===== config.mk =====
export PLATFORM = sky130hd
export DESIGN_NAME = soc_system_button_debounce_pio
export DESIGN_NICKNAME = d
export VERILOG_FILES = /design/src/rtl/soc_system_pio_pkg.sv /design/src/rtl/soc_system_button_debounce_bit.sv /design/src/rtl/soc_system_button_debounce_pio.sv
export SDC_FILE = /design/constraint.sdc
export NUM_CORES = 1
export LEC_CHECK = 0
export ABC_AREA = 1
export CAP_MARGIN = 30
export CORE_ASPECT_RATIO = 0.6
export CORE_MARGIN = 8
export CORE_UTILIZATION = 38
export DETAILED_ROUTE_END_ITERATION = 8
export GPL_ROUTABILITY_DRIVEN = 0
export SYNTH_ARGS = -nofsm -noshare
export SYNTH_HDL_FRONTEND = slang
export SYNTH_SLANG_ARGS = --single-unit

===== constraint.sdc =====
create_clock -name clk -period 1.8 [get_ports clk]
set_clock_uncertainty 0.2 [all_clocks]
set_input_delay 0.27 -clock clk [delete_from_list [all_inputs] [get_ports clk]]
set_output_delay 0.27 -clock clk [all_outputs]
set_load 0.05 [all_outputs]

===== src/rtl/soc_system_pio_pkg.sv =====
// Shared constants and bus payload type for the SoC PIO slaves.
package soc_system_pio_pkg;

    localparam int unsigned AVL_ADDR_W = 2;
    localparam int unsigned AVL_DATA_W = 32;

    // Register word offsets
    localparam logic [AVL_ADDR_W-1:0] REG_DATA    = 2'd0;
    localparam logic [AVL_ADDR_W-1:0] REG_RSVD    = 2'd1;
    localparam logic [AVL_ADDR_W-1:0] REG_IRQMASK = 2'd2;
    localparam logic [AVL_ADDR_W-1:0] REG_EDGECAP = 2'd3;

    // Captured edge selection
    localparam int unsigned EDGE_FALL = 0;
    localparam int unsigned EDGE_RISE = 1;
    localparam int unsigned EDGE_ANY  = 2;

    // Avalon-MM slave write-side request
    typedef struct packed {
        logic [AVL_ADDR_W-1:0] address;
        logic                  chipselect;
        logic                  write_n;
        logic [AVL_DATA_W-1:0] writedata;
    } avl_req_t;

endpackage


===== src/rtl/soc_system_button_debounce_bit.sv =====
// One button bit: two-flop synchroniser followed by a stable-count debouncer.
module soc_system_button_debounce_bit
    import soc_system_pio_pkg::*;
#(
    parameter int unsigned DEBOUNCE_CYCLES = 500000,
    parameter int unsigned IDLE_LEVEL      = 1
) (
    input  logic i_clk,
    input  logic i_rst_n,
    input  logic i_pin,
    output logic o_debounced
);

    localparam int unsigned      CNT_W    = (DEBOUNCE_CYCLES > 1) ? $clog2(DEBOUNCE_CYCLES) : 1;
    localparam logic [CNT_W-1:0] CNT_LAST = CNT_W'(DEBOUNCE_CYCLES - 1);
    localparam logic             IDLE_BIT = 1'(IDLE_LEVEL);

    logic             r_sync1;
    logic             r_sync2;
    logic             r_deb;
    logic [CNT_W-1:0] r_cnt;
    logic [CNT_W-1:0] w_cnt_nx;
    logic             w_deb_nx;

    // Bring the asynchronous pin into the clk domain
    always_ff @(posedge i_clk or negedge i_rst_n) begin
        if (!i_rst_n) begin
            r_sync1 <= IDLE_BIT;
            r_sync2 <= IDLE_BIT;
        end else begin
            r_sync1 <= i_pin;
            r_sync2 <= r_sync1;
        end
    end

    // Accept a new level only after it has differed for DEBOUNCE_CYCLES cycles in a row
    always_comb begin
        w_cnt_nx = r_cnt;
        w_deb_nx = r_deb;
        if (r_sync2 == r_deb) begin
            w_cnt_nx = '0;
        end else if (r_cnt == CNT_LAST) begin
            w_deb_nx = r_sync2;
            w_cnt_nx = '0;
        end else begin
            w_cnt_nx = r_cnt + CNT_W'(1);
        end
    end

    // Debounce state registers
    always_ff @(posedge i_clk or negedge i_rst_n) begin
        if (!i_rst_n) begin
            r_cnt <= '0;
            r_deb <= IDLE_BIT;
        end else begin
            r_cnt <= w_cnt_nx;
            r_deb <= w_deb_nx;
        end
    end

    assign o_debounced = r_deb;

endmodule


===== src/rtl/soc_system_button_debounce_pio.sv =====
// Push-button input PIO: debounced data, edge capture with W1C and masked level irq.
module soc_system_button_debounce_pio
    import soc_system_pio_pkg::*;
#(
    parameter int unsigned WIDTH           = 3,
    parameter int unsigned DEBOUNCE_CYCLES = 500000,
    parameter int unsigned EDGE_TYPE       = 0,
    parameter int unsigned IDLE_LEVEL      = 1
) (
    input  logic                  clk,
    input  logic                  reset_n,
    input  logic [AVL_ADDR_W-1:0] address,
    input  logic                  chipselect,
    input  logic                  write_n,
    input  logic [AVL_DATA_W-1:0] writedata,
    input  logic [WIDTH-1:0]      in_port,
    output logic [AVL_DATA_W-1:0] readdata,
    output logic                  irq
);

    localparam logic IDLE_BIT = 1'(IDLE_LEVEL);

    avl_req_t         w_req;
    logic             w_wr_en;
    logic [WIDTH-1:0] w_wdata;
    logic             w_unused;
    logic [WIDTH-1:0] w_deb;
    logic [WIDTH-1:0] w_event;
    logic [WIDTH-1:0] w_clr;
    logic [WIDTH-1:0] w_mask_nx;
    logic [WIDTH-1:0] w_ecap_nx;
    logic [WIDTH-1:0] r_deb_d;
    logic [WIDTH-1:0] r_irq_mask;
    logic [WIDTH-1:0] r_edge_cap;

    assign w_req    = '{address: address, chipselect: chipselect,
                        write_n: write_n, writedata: writedata};
    assign w_wr_en  = w_req.chipselect & ~w_req.write_n;
    assign w_wdata  = w_req.writedata[WIDTH-1:0];
    assign w_unused = &{1'b0, w_req.writedata};

    // Per-bit synchroniser and debouncer
    for (genvar g = 0; g < WIDTH; g++) begin : g_bit
        soc_system_button_debounce_bit #(
            .DEBOUNCE_CYCLES (DEBOUNCE_CYCLES),
            .IDLE_LEVEL      (IDLE_LEVEL)
        ) u_bit (
            .i_clk       (clk),
            .i_rst_n     (reset_n),
            .i_pin       (in_port[g]),
            .o_debounced (w_deb[g])
        );
    end

    // Delayed copy of debounced; resets to the idle level so reset release is edge-free
    always_ff @(posedge clk or negedge reset_n) begin
        if (!reset_n) begin
            r_deb_d <= {WIDTH{IDLE_BIT}};
        end else begin
            r_deb_d <= w_deb;
        end
    end

    // Select which debounced transitions count as events
    always_comb begin
        w_event = '0;
        if (EDGE_TYPE == EDGE_RISE) begin
            w_event = w_deb & ~r_deb_d;
        end else if (EDGE_TYPE == EDGE_ANY) begin
            w_event = w_deb ^ r_deb_d;
        end else begin
            w_event = ~w_deb & r_deb_d;
        end
    end

    // Register write decode; a new event overrides a same-cycle clear
    always_comb begin
        w_mask_nx = r_irq_mask;
        w_clr     = '0;
        if (w_wr_en && (w_req.address == REG_IRQMASK)) begin
            w_mask_nx = w_wdata;
        end
        if (w_wr_en && (w_req.address == REG_EDGECAP)) begin
            w_clr = w_wdata;
        end
        w_ecap_nx = (r_edge_cap & ~w_clr) | w_event;
    end

    // Control/status registers
    always_ff @(posedge clk or negedge reset_n) begin
        if (!reset_n) begin
            r_irq_mask <= '0;
            r_edge_cap <= '0;
        end else begin
            r_irq_mask <= w_mask_nx;
            r_edge_cap <= w_ecap_nx;
        end
    end

    // Zero-wait-state read mux
    always_comb begin
        readdata = '0;
        case (address)
            REG_DATA:    readdata = AVL_DATA_W'(w_deb);
            REG_RSVD:    readdata = '0;
            REG_IRQMASK: readdata = AVL_DATA_W'(r_irq_mask);
            REG_EDGECAP: readdata = AVL_DATA_W'(r_edge_cap);
            default:     readdata = '0;
        endcase
    end

    // Level interrupt from captured and enabled bits
    assign irq = |(r_edge_cap & r_irq_mask);

endmodule


==> out/metrics.cfg <==
[yosys]
synth_commonest_cells=126 x nor2_1, 100 x nand2_1, 63 x dfrtp_1, 58 x inv_1, 44 x nand3_1
synth_ff_type=dfrtp_1
syn_area_sq_mm=0.00436
synth_warnings=0
synth_top_area_share_pct=36.2
synth_seq_cells=75
synth_top_area_cell=dfrtp_1
synthMostInstantiatedCell=nor2_1
ys_top_cells_by_area=dfrtp_1 36%, nor2_1 11%, nand2_1 8.6%
syn_inst=557
ys_types=31
yosysSeqAreaShare_pct=43.4
syn_avg_cell_area_sq_um=7.83
synthArstFlopShare_pct=100
synth_edf_count=0

[final_layout]
nFillCells=1076
ff_latch_area_sq_mm=0.00189
antennaDiodeCount=0
multiInputGateArea_sq_mm=0.00214
drive_above_1_share_pct=16.5
area_growth_pct=15.8
fin_nets=632

[clock_tree]
clockBufferDepth=2
htreeDepth=3
clk_root_buffer_cell=clkbuf_16
cts_buffers=9
clkSinkCount=75
clkTransAtPathRegs_ps=60
cts_tree=yes
clk_latency_ps=330

[global_route]
grt_pass1_vias=3324
overflow=0
grt_pass1_wl_mm=16.1
grt_max_degree=28
grt_usage_pct=12.9
antenna_found_initial=0

[timing]
fin_crit_ps=1740
setup_viol_count_final=0
tns_ps=0
finalCritPeriodShare_pct=96.8
rsz0062_at_grt=false
setup_ws_ps=58.2
slew_viol_final=0
fmax_mhz=574
finalHoldViolCount=0

[detailed_routing]
routed_wl_mm=9.39
ant_nets=0
routed_via_density=4.68
first_pass_iters=5
drcViolationCount=0
wl_per_cell_um=12.7
drtIter0Drc=219
vias=3451

[place]
io_buffers=15
place_hpwl_mm=7.11
preCtsSetupSlack_ps=-69.4

[floorplan]
placementRows=30
die-area_sq_mm=0.0153
die_h_um=99.0
fp.coreArea_sq_mm=0.0112
chipWidth_um=154
initial_core_util_pct=38.8
boundaryPins=74

[worst_setup_path]
max_stage_delay_ps=590
cpMaxStageDelayCell=dfstp_2
path_class=reg2out
end_kind=primary output
critPathArrivalTime_ps=1270
worstPathRequired_ps=1330
path_cells=nand2_1 > nand3_2 > buf_12
start_kind=flip-flop
worst-path-max-fanout=5

[power]
p_switching_w=0.00103
pwr-share-comb_pct=10.5
seq_power_share_pct=42.5
power_frac_clock_pct=47.0
intPower_w=0.00315
vdd_drop_max_mv=0.485
p_per_area_mw_per_mm2=829
leakagePower_nw=2.16
swShare_pct=24.6

[flow_run]
drv_cap=0

[min_path]
hp-class=in2reg

[outcome]
status=finished, final reports clean

metal layers:
| layer | track usage, % | wire length, um |
|---|---|---|
| met5 | 0 | 0 |
| met4 | 3.37 | 109 |
| met3 | 3.80 | 658 |
| met2 | 18.8 | 3840 |
| met1 | 18.1 | 4780 |
state kept, by name (all words and copies together), names as in the netlist:
signal and count:
g_bit.u_bit.r_cnt 57, g_bit.u_bit.r_sync2 3, r_deb_d 3, g_bit.u_bit.r_sync1 3, r_edge_cap 3, g_bit.u_bit.o_debounced 3
r_irq_mask 3
layout by cell type, fill, tap and decap left out, types with 9 or more instances in the layout:
cell type,instances
nor2_1,125
nand2_1,99
dfrtp_1,63
inv_1,58
nand3_1,41
conb_1,29
xor2_1,17
nor2_4,15
nand2_2,15
dfstp_2,12
a21oi_1,11
o21ai_0,10
xnor2_1,9
clkbuf_16,9
through the flow:
stage	hold slack, ps	cell area, sq um	instances	total power [W]	util [%]
finish	136	5050	737	0.00418	45.0
detailed placement	13.2	4650	718	0.00224	41.5
global placement	9.66	4650	718	0.00223	41.5
global route	135	5050	737	0.00435	45.0
CTS	125	5010	735	0.00423	44.7
floorplan	-226	4460	585	0.00212	-
final cells by class:
cell class	instances	area share (%)
Inverter	62	4.66
Timing Repair Buffer	23	5.30
Multi-Input combinational cell	417	42.4
Tap cell	144	3.57
Sequential cell	75	37.5
Clock buffer	12	5.08
Clock inverter	4	1.46
worst paths after layout:
kind | slack (ps) | cells past startpoint | from | to
worst min register to register | 160 | 0 | g_bit[1].u_bit.r_sync1$_DFF_PN1_ | g_bit[1].u_bit.r_sync2$_DFF_PN1_
worst min-delay path | 140 | 1 | in_port[0] | g_bit[0].u_bit.r_sync1$_DFF_PN1_
max in group asynchronous | 660 | 3 | reset_n | r_deb_d[1]$_DFF_PN1_
worst max-delay path | 60 | 3 | g_bit[2].u_bit.o_debounced$_DFFE_PN1P_ | readdata[2]
min in group asynchronous | 200 | 2 | reset_n | g_bit[0].u_bit.r_cnt[3]$_DFF_PN0_
worst max register to register | 140 | 4 | g_bit[0].u_bit.o_debounced$_DFFE_PN1P_ | g_bit[0].u_bit.r_cnt[10]$_DFF_PN0_
critical path, delay by kind of cell (launching register included):
kind                   cells  cell delay, ps
buffers and inverters      1             140
and+or+nand+nor            2             200
DFF                        1             590
power by group through the flow:
stage | clock [W] | combinational (W) | sequential, W
floorplan | 0 | 0.000321 | 0.00180
global placement | 0 | 0.000428 | 0.00181
detailed placement | 0 | 0.000433 | 0.00180
CTS | 0.00202 | 0.000439 | 0.00178
global route | 0.00209 | 0.000471 | 0.00178
finish | 0.00197 | 0.000438 | 0.00178
cell families after synthesis:
family / Yosys count / share of synthesized area [%]
compound gates: 29 / 3.42
flops: 75 / 43.4
buf+inv: 93 / 10.6
xor+xnor: 29 / 6.34
other cells: 1 / 0.0860
simple gates: 327 / 35.3
fa+ha+maj: 3 / 0.861
what timing repair did:
| item | in CTS | in global routing |
|---|---|---|
| gates resized for setup | 4 | 6 |
| pin swaps | 0 | 2 |
| hold endpoints to repair | 54 | 0 |
| cloned | 0 | 0 |
| setup buffers | 0 | 2 |
| hold buffers | 1 | 0 |
| endpoints found under the setup margin | 3 | 7 |
No activity file was read; power rests on OpenSTA's default activity.
